$ cat src/rtl/mem_rd_seq.sv
// rtl/mem_rd_seq.sv - block read sequencer for async-read memories with stream output and checksum
//
// Reads `count` consecutive words starting at `base_addr` from a memory that
// uses the addr/cs/rd_en/data_out port set, and delivers each word on a
// valid/ready stream while keeping a running checksum of accepted words.
//
// Ports:
//   clk, rst_n            clock (rising edge), asynchronous active-low reset
//   start, abort          command pulse (IDLE only) and synchronous cancel
//   base_addr, count      first address and word count, sampled with start
//   mem_addr, mem_cs,     memory request; held for RD_LAT cycles per word
//   mem_rd_en
//   mem_data_in           memory read data, captured in the last request cycle
//   out_data, out_valid,  delivered word stream
//   out_ready
//   busy, done            activity flag and one-cycle completion pulse
//   checksum              sum of accepted words, modulo 2^SUM_W

module mem_rd_seq #(
    parameter int ADDR_W = 4,
    parameter int DATA_W = 4,
    parameter int RD_LAT = 1,
    parameter int SUM_W  = 8
) (
    input  logic              clk,
    input  logic              rst_n,
    input  logic              start,
    input  logic              abort,
    input  logic [ADDR_W-1:0] base_addr,
    input  logic [ADDR_W:0]   count,
    output logic [ADDR_W-1:0] mem_addr,
    output logic              mem_cs,
    output logic              mem_rd_en,
    input  logic [DATA_W-1:0] mem_data_in,
    output logic [DATA_W-1:0] out_data,
    output logic              out_valid,
    input  logic              out_ready,
    output logic              busy,
    output logic              done,
    output logic [SUM_W-1:0]  checksum
);

    // The latency counter runs from RD_LAT-1 down to 0; it needs at least one bit.
    localparam int                LAT_W    = (RD_LAT > 1) ? $clog2(RD_LAT) : 1;
    localparam logic [LAT_W-1:0]  LAT_LAST = LAT_W'(RD_LAT - 1);
    localparam logic [LAT_W-1:0]  LAT_ZERO = '0;
    localparam logic [LAT_W-1:0]  LAT_ONE  = LAT_W'(1);
    localparam logic [ADDR_W-1:0] ADDR_ONE = ADDR_W'(1);
    localparam logic [ADDR_W:0]   REM_ZERO = '0;
    localparam logic [ADDR_W:0]   REM_ONE  = (ADDR_W + 1)'(1);

    typedef enum logic [1:0] {
        S_IDLE  = 2'd0,
        S_ISSUE = 2'd1,
        S_HOLD  = 2'd2,
        S_DONE  = 2'd3
    } state_t;

    state_t              state_q;
    logic [ADDR_W-1:0]   addr_q;
    logic [ADDR_W:0]     remaining_q;
    logic [LAT_W-1:0]    lat_q;
    logic [ADDR_W-1:0]   mem_addr_q;
    logic                mem_cs_q;
    logic                mem_rd_en_q;
    logic [DATA_W-1:0]   out_data_q;
    logic                out_valid_q;
    logic                busy_q;
    logic                done_q;
    logic [SUM_W-1:0]    checksum_q;

    // Next-value helpers used by the handshake path.
    logic [ADDR_W-1:0]   addr_inc_d;
    logic [ADDR_W:0]     rem_dec_d;
    logic [SUM_W-1:0]    sum_acc_d;
    logic                handshake_d;

    assign addr_inc_d  = addr_q + ADDR_ONE;           // wraps 2^ADDR_W-1 -> 0
    assign rem_dec_d   = remaining_q - REM_ONE;
    assign sum_acc_d   = checksum_q + SUM_W'(out_data_q);
    assign handshake_d = out_valid_q & out_ready;

    always_ff @(posedge clk or negedge rst_n) begin
        if (!rst_n) begin
            state_q     <= S_IDLE;
            addr_q      <= '0;
            remaining_q <= '0;
            lat_q       <= '0;
            mem_addr_q  <= '0;
            mem_cs_q    <= 1'b0;
            mem_rd_en_q <= 1'b0;
            out_data_q  <= '0;
            out_valid_q <= 1'b0;
            busy_q      <= 1'b0;
            done_q      <= 1'b0;
            checksum_q  <= '0;
        end else begin
            done_q <= 1'b0;
            if (abort && (state_q != S_IDLE)) begin
                // Cancel wins over everything, including a same-cycle handshake,
                // so the word on the stream is dropped and not summed.
                state_q     <= S_IDLE;
                mem_cs_q    <= 1'b0;
                mem_rd_en_q <= 1'b0;
                out_valid_q <= 1'b0;
                busy_q      <= 1'b0;
            end else begin
                case (state_q)
                    S_IDLE: begin
                        if (start) begin
                            checksum_q <= '0;
                            busy_q     <= 1'b1;
                            if (count != REM_ZERO) begin
                                addr_q      <= base_addr;
                                remaining_q <= count;
                                lat_q       <= LAT_LAST;
                                mem_addr_q  <= base_addr;
                                mem_cs_q    <= 1'b1;
                                mem_rd_en_q <= 1'b1;
                                state_q     <= S_ISSUE;
                            end else begin
                                // Empty command completes without touching memory.
                                done_q  <= 1'b1;
                                state_q <= S_DONE;
                            end
                        end
                    end

                    S_ISSUE: begin
                        if (lat_q == LAT_ZERO) begin
                            out_data_q  <= mem_data_in;
                            out_valid_q <= 1'b1;
                            mem_cs_q    <= 1'b0;
                            mem_rd_en_q <= 1'b0;
                            state_q     <= S_HOLD;
                        end else begin
                            lat_q <= lat_q - LAT_ONE;
                        end
                    end

                    S_HOLD: begin
                        if (handshake_d) begin
                            checksum_q  <= sum_acc_d;
                            addr_q      <= addr_inc_d;
                            remaining_q <= rem_dec_d;
                            out_valid_q <= 1'b0;
                            if (remaining_q == REM_ONE) begin
                                done_q  <= 1'b1;
                                state_q <= S_DONE;
                            end else begin
                                mem_addr_q  <= addr_inc_d;
                                mem_cs_q    <= 1'b1;
                                mem_rd_en_q <= 1'b1;
                                lat_q       <= LAT_LAST;
                                state_q     <= S_ISSUE;
                            end
                        end
                    end

                    S_DONE: begin
                        busy_q  <= 1'b0;
                        state_q <= S_IDLE;
                    end

                    default: begin
                        busy_q  <= 1'b0;
                        state_q <= S_IDLE;
                    end
                endcase
            end
        end
    end

    assign mem_addr  = mem_addr_q;
    assign mem_cs    = mem_cs_q;
    assign mem_rd_en = mem_rd_en_q;
    assign out_data  = out_data_q;
    assign out_valid = out_valid_q;
    assign busy      = busy_q;
    assign done      = done_q;
    assign checksum  = checksum_q;

endmodule

$ cat config.mk
export PLATFORM = sky130hd
export DESIGN_NAME = mem_rd_seq
export DESIGN_NICKNAME = d
export VERILOG_FILES = /design/src/rtl/mem_rd_seq.sv
export SDC_FILE = /design/constraint.sdc
export NUM_CORES = 1
export LEC_CHECK = 0
export CORE_AREA = 2 2 63 65
export CTS_CLUSTER_DIAMETER = 80
export CTS_CLUSTER_SIZE = 25
export DETAILED_ROUTE_END_ITERATION = 6
export DIE_AREA = 0 0 65 67
export GPL_TIMING_DRIVEN = 0
export PLACE_DENSITY = 0.85
export SYNTH_ARGS = -nofsm -noshare
export SYNTH_HDL_FRONTEND = slang
export SYNTH_SLANG_ARGS = --single-unit
$ cat constraint.sdc
create_clock -name clk -period 2.1 [get_ports clk]
set_clock_uncertainty 0.15 [all_clocks]
set_input_delay 0.42 -clock clk [delete_from_list [all_inputs] [get_ports clk]]
set_output_delay 0.42 -clock clk [all_outputs]
set_load 0.01 [all_outputs]
Yosys cells after proc, flatten, opt, wreduce, memory -nomap -nowiden
Cells that the tools add are included.
{ "totals": {"register_bits": 32, "in_bits": 18, "output_inout_bits": 21, "elab_cells": 96} }
{ "classes": {"add_sub_neg": 4, "n_eq_ne": 13, "n_mux": 47, "bitwise": 3, "n_reduce_logical": 18} }
{ "op_table": {"columns": ["cell", "count"], "rows": [
  ["$mux W1", 21],
  ["$mux W4", 5],
  ["$reduce_and A6 Y1", 3],
  ["$mux W8", 2],
  ["$pmux W4 S2", 2],
  ["$pmux W8 S2", 1],
  ["$mux W5", 3],
  ["$ne A3 B3 Y1 const B", 5],
  ["$mux W2", 6],
  ["$pmux W5 S2", 1],
  ["$reduce_and A3 Y1", 3],
  ["$reduce_bool A3 Y1", 3],
  ["$add A8 B4 Y8", 1],
  ["$ne A2 B2 Y1 const B", 4],
  ["$pmux W2 S4", 1],
  ["$pmux W1 S2", 3],
  ["$pmux W1 S3", 2],
  ["$eq A5 B1 Y1 const B", 1],
  ["$reduce_and A5 Y1", 1],
  ["$reduce_bool A5 Y1", 1],
  ["$sub A5 B1 Y5 const B", 1],
  ["$add A4 B1 Y4 const B", 1],
  ["$eq A2 B2 Y1 const B", 2],
  ["$reduce_and A4 Y1", 1],
  ["other kinds (9)", 11]
]} }

Depth between registers and ports, before layout
{ "logic_depth": {"depth_word": 5, "depth_mapped": 7, "depth_no_buf": 6} }

Worst setup path after synthesis
OpenSTA, ideal clock, no wires.
{ "synth_path": {"path_type": "in2reg", "startpoint": "in count[2]", "endpoint": "reg mem_addr_q[0], in the netlist mem_addr[0]", "setup_time_ns": 0.128, "t_arrival_ns": 1.883, "required_time_ns": 1.822, "setup_slack_ns": -0.061, "cell_stages": 4, "path_buffers": 0, "path_cell_list": "or4_4 or4_4 nand3_2 mux2_1"} }
{ "synth_between": {"elab_chain_cells": 3} }
{ "synth_rtl": {"columns": ["item", "line", "rtl"], "rows": [
  ["start: declaration", "30", "input logic [ADDR_W:0] count,"],
  ["$reduce_bool A5 Y1", "113", "if (count != REM_ZERO) begin"],
  ["$ne A2 B2 Y1 (no line)", null, null],
  ["$reduce_and A6 Y1 (no line)", null, null],
  ["end signal: assignment", "117", "mem_addr_q <= base_addr;"],
  ["end signal: assignment", "151", "mem_addr_q <= addr_inc_d;"],
  ["end: declaration", "63", "logic [ADDR_W-1:0] mem_addr_q;"]
]} }
Every way passes these cells.
A chain may end at the register's enable or synchronous reset.

Worst setup path after layout
{ "layout_path": {"startpoint": "reg state_q[0]", "endpoint": "reg remaining_q[3]"} }
{ "layout_between": {"elab_chain_cells": 4, "word_cells_on_any_way": 11, "classes_between": "eq/ne: 4; mux: 1; bitwise: 1; reduce/logical: 5"} }
{ "layout_rtl": {"columns": ["item", "line", "rtl"], "rows": [
  ["start: declaration", "59", "state_t state_q;"],
  ["start signal: assignment", "85", "state_q <= S_IDLE;"],
  ["start signal: assignment", "102", "state_q <= S_IDLE;"],
  ["start signal: assignment", "120", "state_q <= S_ISSUE;"],
  ["parallel branches: the longest is 4 deep, another holds $reduce_and A5 Y1", null, null],
  ["end signal: assignment", "115", "remaining_q <= count;"],
  ["end signal: assignment", "145", "remaining_q <= rem_dec_d;"],
  ["end: declaration", "61", "logic [ADDR_W:0] remaining_q;"]
]} }
Parallel ways; which one is timed is not known.

==> flow_summary.ini <==
[floorplan]
rows = 22
fp.dieW_um = 65
pin_count = 39
fp.coreArea_mm2 = 0.00361
height_of_the_chip_um = 67
initial_core_util_pct = 49.2
die-area_mm2 = 0.00436

[global_routing]
first_global_vias = 1514
grt_first_pass_wirelength_um = 7010
total_routing_usage_reported_by_global_routing_pct = 21.2
grt_antenna_before_repair = 0
grt_start_max_net_pins = 32
grt_remaining_overflow = 0

[timing]
min_period_over_period_pct = 99.1
holdWs_ps = 30.6
finalSetupViolCount = 0
timing.final.ws_setup_ps = 19.9
grt_setup_unrepaired = true
period_needed_ps = 2080
final_hold_violation_count = 0
worst_slew_pin_slew_ps = 740
max_freq_mhz = 481
finalMaxSlewViolations = 0
timing.slew.headroom_pct = 50.2

[setup_path]
worst-path-buf-inv = 2
cp_slowest_stage_delay_ps = 550
worstSetupPathType = reg -> reg
ff2ff_path_depth = 6
regToRegSetupSlack_ps = 20
critical_path_source_type = register
cp_cell_sequence = nand2b_1 -> clkbuf_1 -> buf_2 -> nor2_1 -> o31ai_1 -> o21ai_0
cp.arrival_ps = 2090
crit_required_ps = 2110
slowest_stage = sky130_fd_sc_hd__dfrtp_1
rr_startpoint = state_q[0]
cp-end-kind = register
critPathMaxFanout = 10
top_delay_family_on_crit_path = buffers and inverters
worstReg2RegEnd = remaining_q[3]

[detailed_routing]
drt_iter0_markers = 121
drt_wl_total_um = 4130
drt.antenna.violating_nets = 0
detailroute.via_count = 1562
route.detailed.wl_per_inst_um = 14.9
firstDrtPassIters = 4
route.detailed.vias_per_inst = 5.64
remaining_drc_errors = 0

[place]
pre_cts_ws_ps = -606
place_congestion = 0.889
numPortBuffers = 38
place.detailed.hpwl_um = 2840

[cells_and_area]
multi_input_area_um2 = 956
diodes = 0
ff_latch_area_um2 = 776
mostFrequentLayoutCells = sky130_fd_sc_hd__clkdlybuf4s50_1 (32), sky130_fd_sc_hd__dfrtp_1 (31), sky130_fd_sc_hd__nand2_1 (20)
final_util_pct = 65.8
fillerInstances = 292
syn2layout_area_growth_pct = 33.8
mostFrequentLayoutCell = sky130_fd_sc_hd__clkdlybuf4s50_1
fraction_of_final_layout_cells_with_drive_strength_greater_than_1_pct = 15.7
finish.net_count = 254

[synthesis]
proportion_of_synthesized_chip_area_in_sequential_cells_pct = 43.8
ys.warnings.count = 0
synthDistinctLibCells = 45
synthesis.area_mm2 = 0.00177
synth_nets = 208
synth.area.top_cells = sky130_fd_sc_hd__dfrtp_1 (44%), sky130_fd_sc_hd__ha_1 (4.9%), sky130_fd_sc_hd__nand2_1 (4.2%), sky130_fd_sc_hd__mux2_1 (3.8%), sky130_fd_sc_hd__nor2_1 (3.6%)
top_cell_type_s_share_of_synthesized_area_pct = 43.8
dominantRegCellSynth = sky130_fd_sc_hd__dfrtp_1
netlist_instances = 182
post-synth-top-area-cell = sky130_fd_sc_hd__dfrtp_1
ys_ff_latch = 31
postSynth.asyncResetShare_pct = 100
synth-edff-count = 0
avgSynthCellArea_um2 = 9.74

[clock_network]
cts-root-buf = sky130_fd_sc_hd__clkbuf_8
cts_max_level = 2
clock_latency_ps = 290
cts_buffers = 5
cts_num_sinks = 31
clock_path_buffers = 2
cts_tree = built
cts.clk_slew.worst_paths_ps = 70

[power]
power-per-cell-area_mw_per_mm2 = 1090
p_leak_nw = 1.07
sequentialPowerShare_pct = 37.2
switchingPower_mw = 0.863
max-vdd-ir-drop_mv = 0.771
total_power_mw = 2.58
intPower_mw = 1.72
share_comb_of_total_power_pct = 39.1
p_clk_share_pct = 23.7
p_sw_share_pct = 33.4

[worst_hold_path]
hp-class = in -> async

[flow_run]
max_cap_violations = 0

[outcome]
outcome = finished clean
[logic make-up (layout without fill, tap and decap cells)]
logic type	after synthesis	count (layout)	share of synthesized area [%]
XOR/XNOR	4	4	1.98
flip-flops	31	31	43.8
adder cells (fa/ha/maj)	8	8	6.07
multiplexers	12	12	7.48
buffers and inverters	17	64	4.02
AO/OA/AOI/OAI	51	51	19.5
AND/OR/NAND/NOR	59	59	17.1
[per-stage QoR]
step / std cells / setup TNS, ps / area, µm²
3_5_place_dp: 268 / -9010 / 2220
6_report: 277 / 0 / 2370
2_1_floorplan: 182 / -353 / 1780
3_3_place_gp: 268 / -12390 / 2220
5_1_grt: 277 / -194 / 2370
4_1_cts: 277 / -58.0 / 2360
[what timing repair did]
| item | 4_1_cts | 5_1_grt |
|---|---|---|
| resized for setup | 25 | 2 |
| pin swaps | 4 | 2 |
| buffers inserted | 2 | 0 |
| setup endpoints to repair | 16 | 8 |
| hold endpoints to repair | 0 | 0 |
| hold buffers | 0 | 0 |
[power by group through the flow]
stage / clock network [mW] / registers, mW / logic (mW)
floorplan: 0 / 0.977 / 0.535
global route: 0.648 / 0.998 / 1.11
detailed placement: 0 / 0.961 / 0.968
CTS: 0.620 / 0.960 / 1.01
global placement: 0 / 0.947 / 0.943
finish: 0.613 / 0.962 / 1.01
[layout make-up]
| type | instances | share of cell area [%] |
|---|---|---|
| clock buffers | 6 | 3.48 |
| clock inverters | 2 | 1.48 |
| repair buffers | 40 | 16.4 |
| multi-input cells | 134 | 40.3 |
| flip-flops and latches | 31 | 32.7 |
| inverters | 7 | 1.11 |
| well taps | 48 | 2.53 |
| plain buffers | 9 | 2.06 |
[per-layer routing]
layer,routed length (µm),vias up,global-route usage [%]
met5,0,-,0
met4,63,0,7.98
met3,224,8,4.39
met2,2010,52,35.7
met1,1840,747,26.7
li1,-,755,-
[cell usage after synthesis (4+ instances only)]
cell type	n
sky130_fd_sc_hd__mux2_2	4
sky130_fd_sc_hd__ha_1	7
sky130_fd_sc_hd__mux2_1	6
sky130_fd_sc_hd__clkbuf_1	6
sky130_fd_sc_hd__o21ai_0	12
sky130_fd_sc_hd__dfrtp_1	31
sky130_fd_sc_hd__a21oi_1	6
sky130_fd_sc_hd__a211oi_1	4
sky130_fd_sc_hd__a21o_1	4
sky130_fd_sc_hd__nor2_1	17
sky130_fd_sc_hd__inv_1	7
sky130_fd_sc_hd__a31oi_1	4
sky130_fd_sc_hd__o31ai_1	6
sky130_fd_sc_hd__nand3_1	5
sky130_fd_sc_hd__nand2_1	20
[registers in the layout (all words and copies together) (netlist names)]
| register | flops |
|---|---|
| remaining_q | 5 |
| state_q | 2 |
| out_data | 4 |
| out_valid | 1 |
| mem_addr | 4 |
| addr_q | 4 |
| done | 1 |
| checksum | 8 |
| mem_rd_en | 1 |
| busy | 1 |
[how the worst max path moves through the flow]
stage / cells past startpoint / start / endpoint
final: 6 / state_q[0] / remaining_q[3]
after global routing: 6 / out_ready / remaining_q[1]
after CTS: 5 / count[1] / mem_addr[2]
after detailed placement: 5 / count[2] / addr_q[1]
after global placement: 5 / count[2] / addr_q[1]
after floorplan: 4 / count[2] / mem_addr[0]
Power figures use the tool's default switching activity.
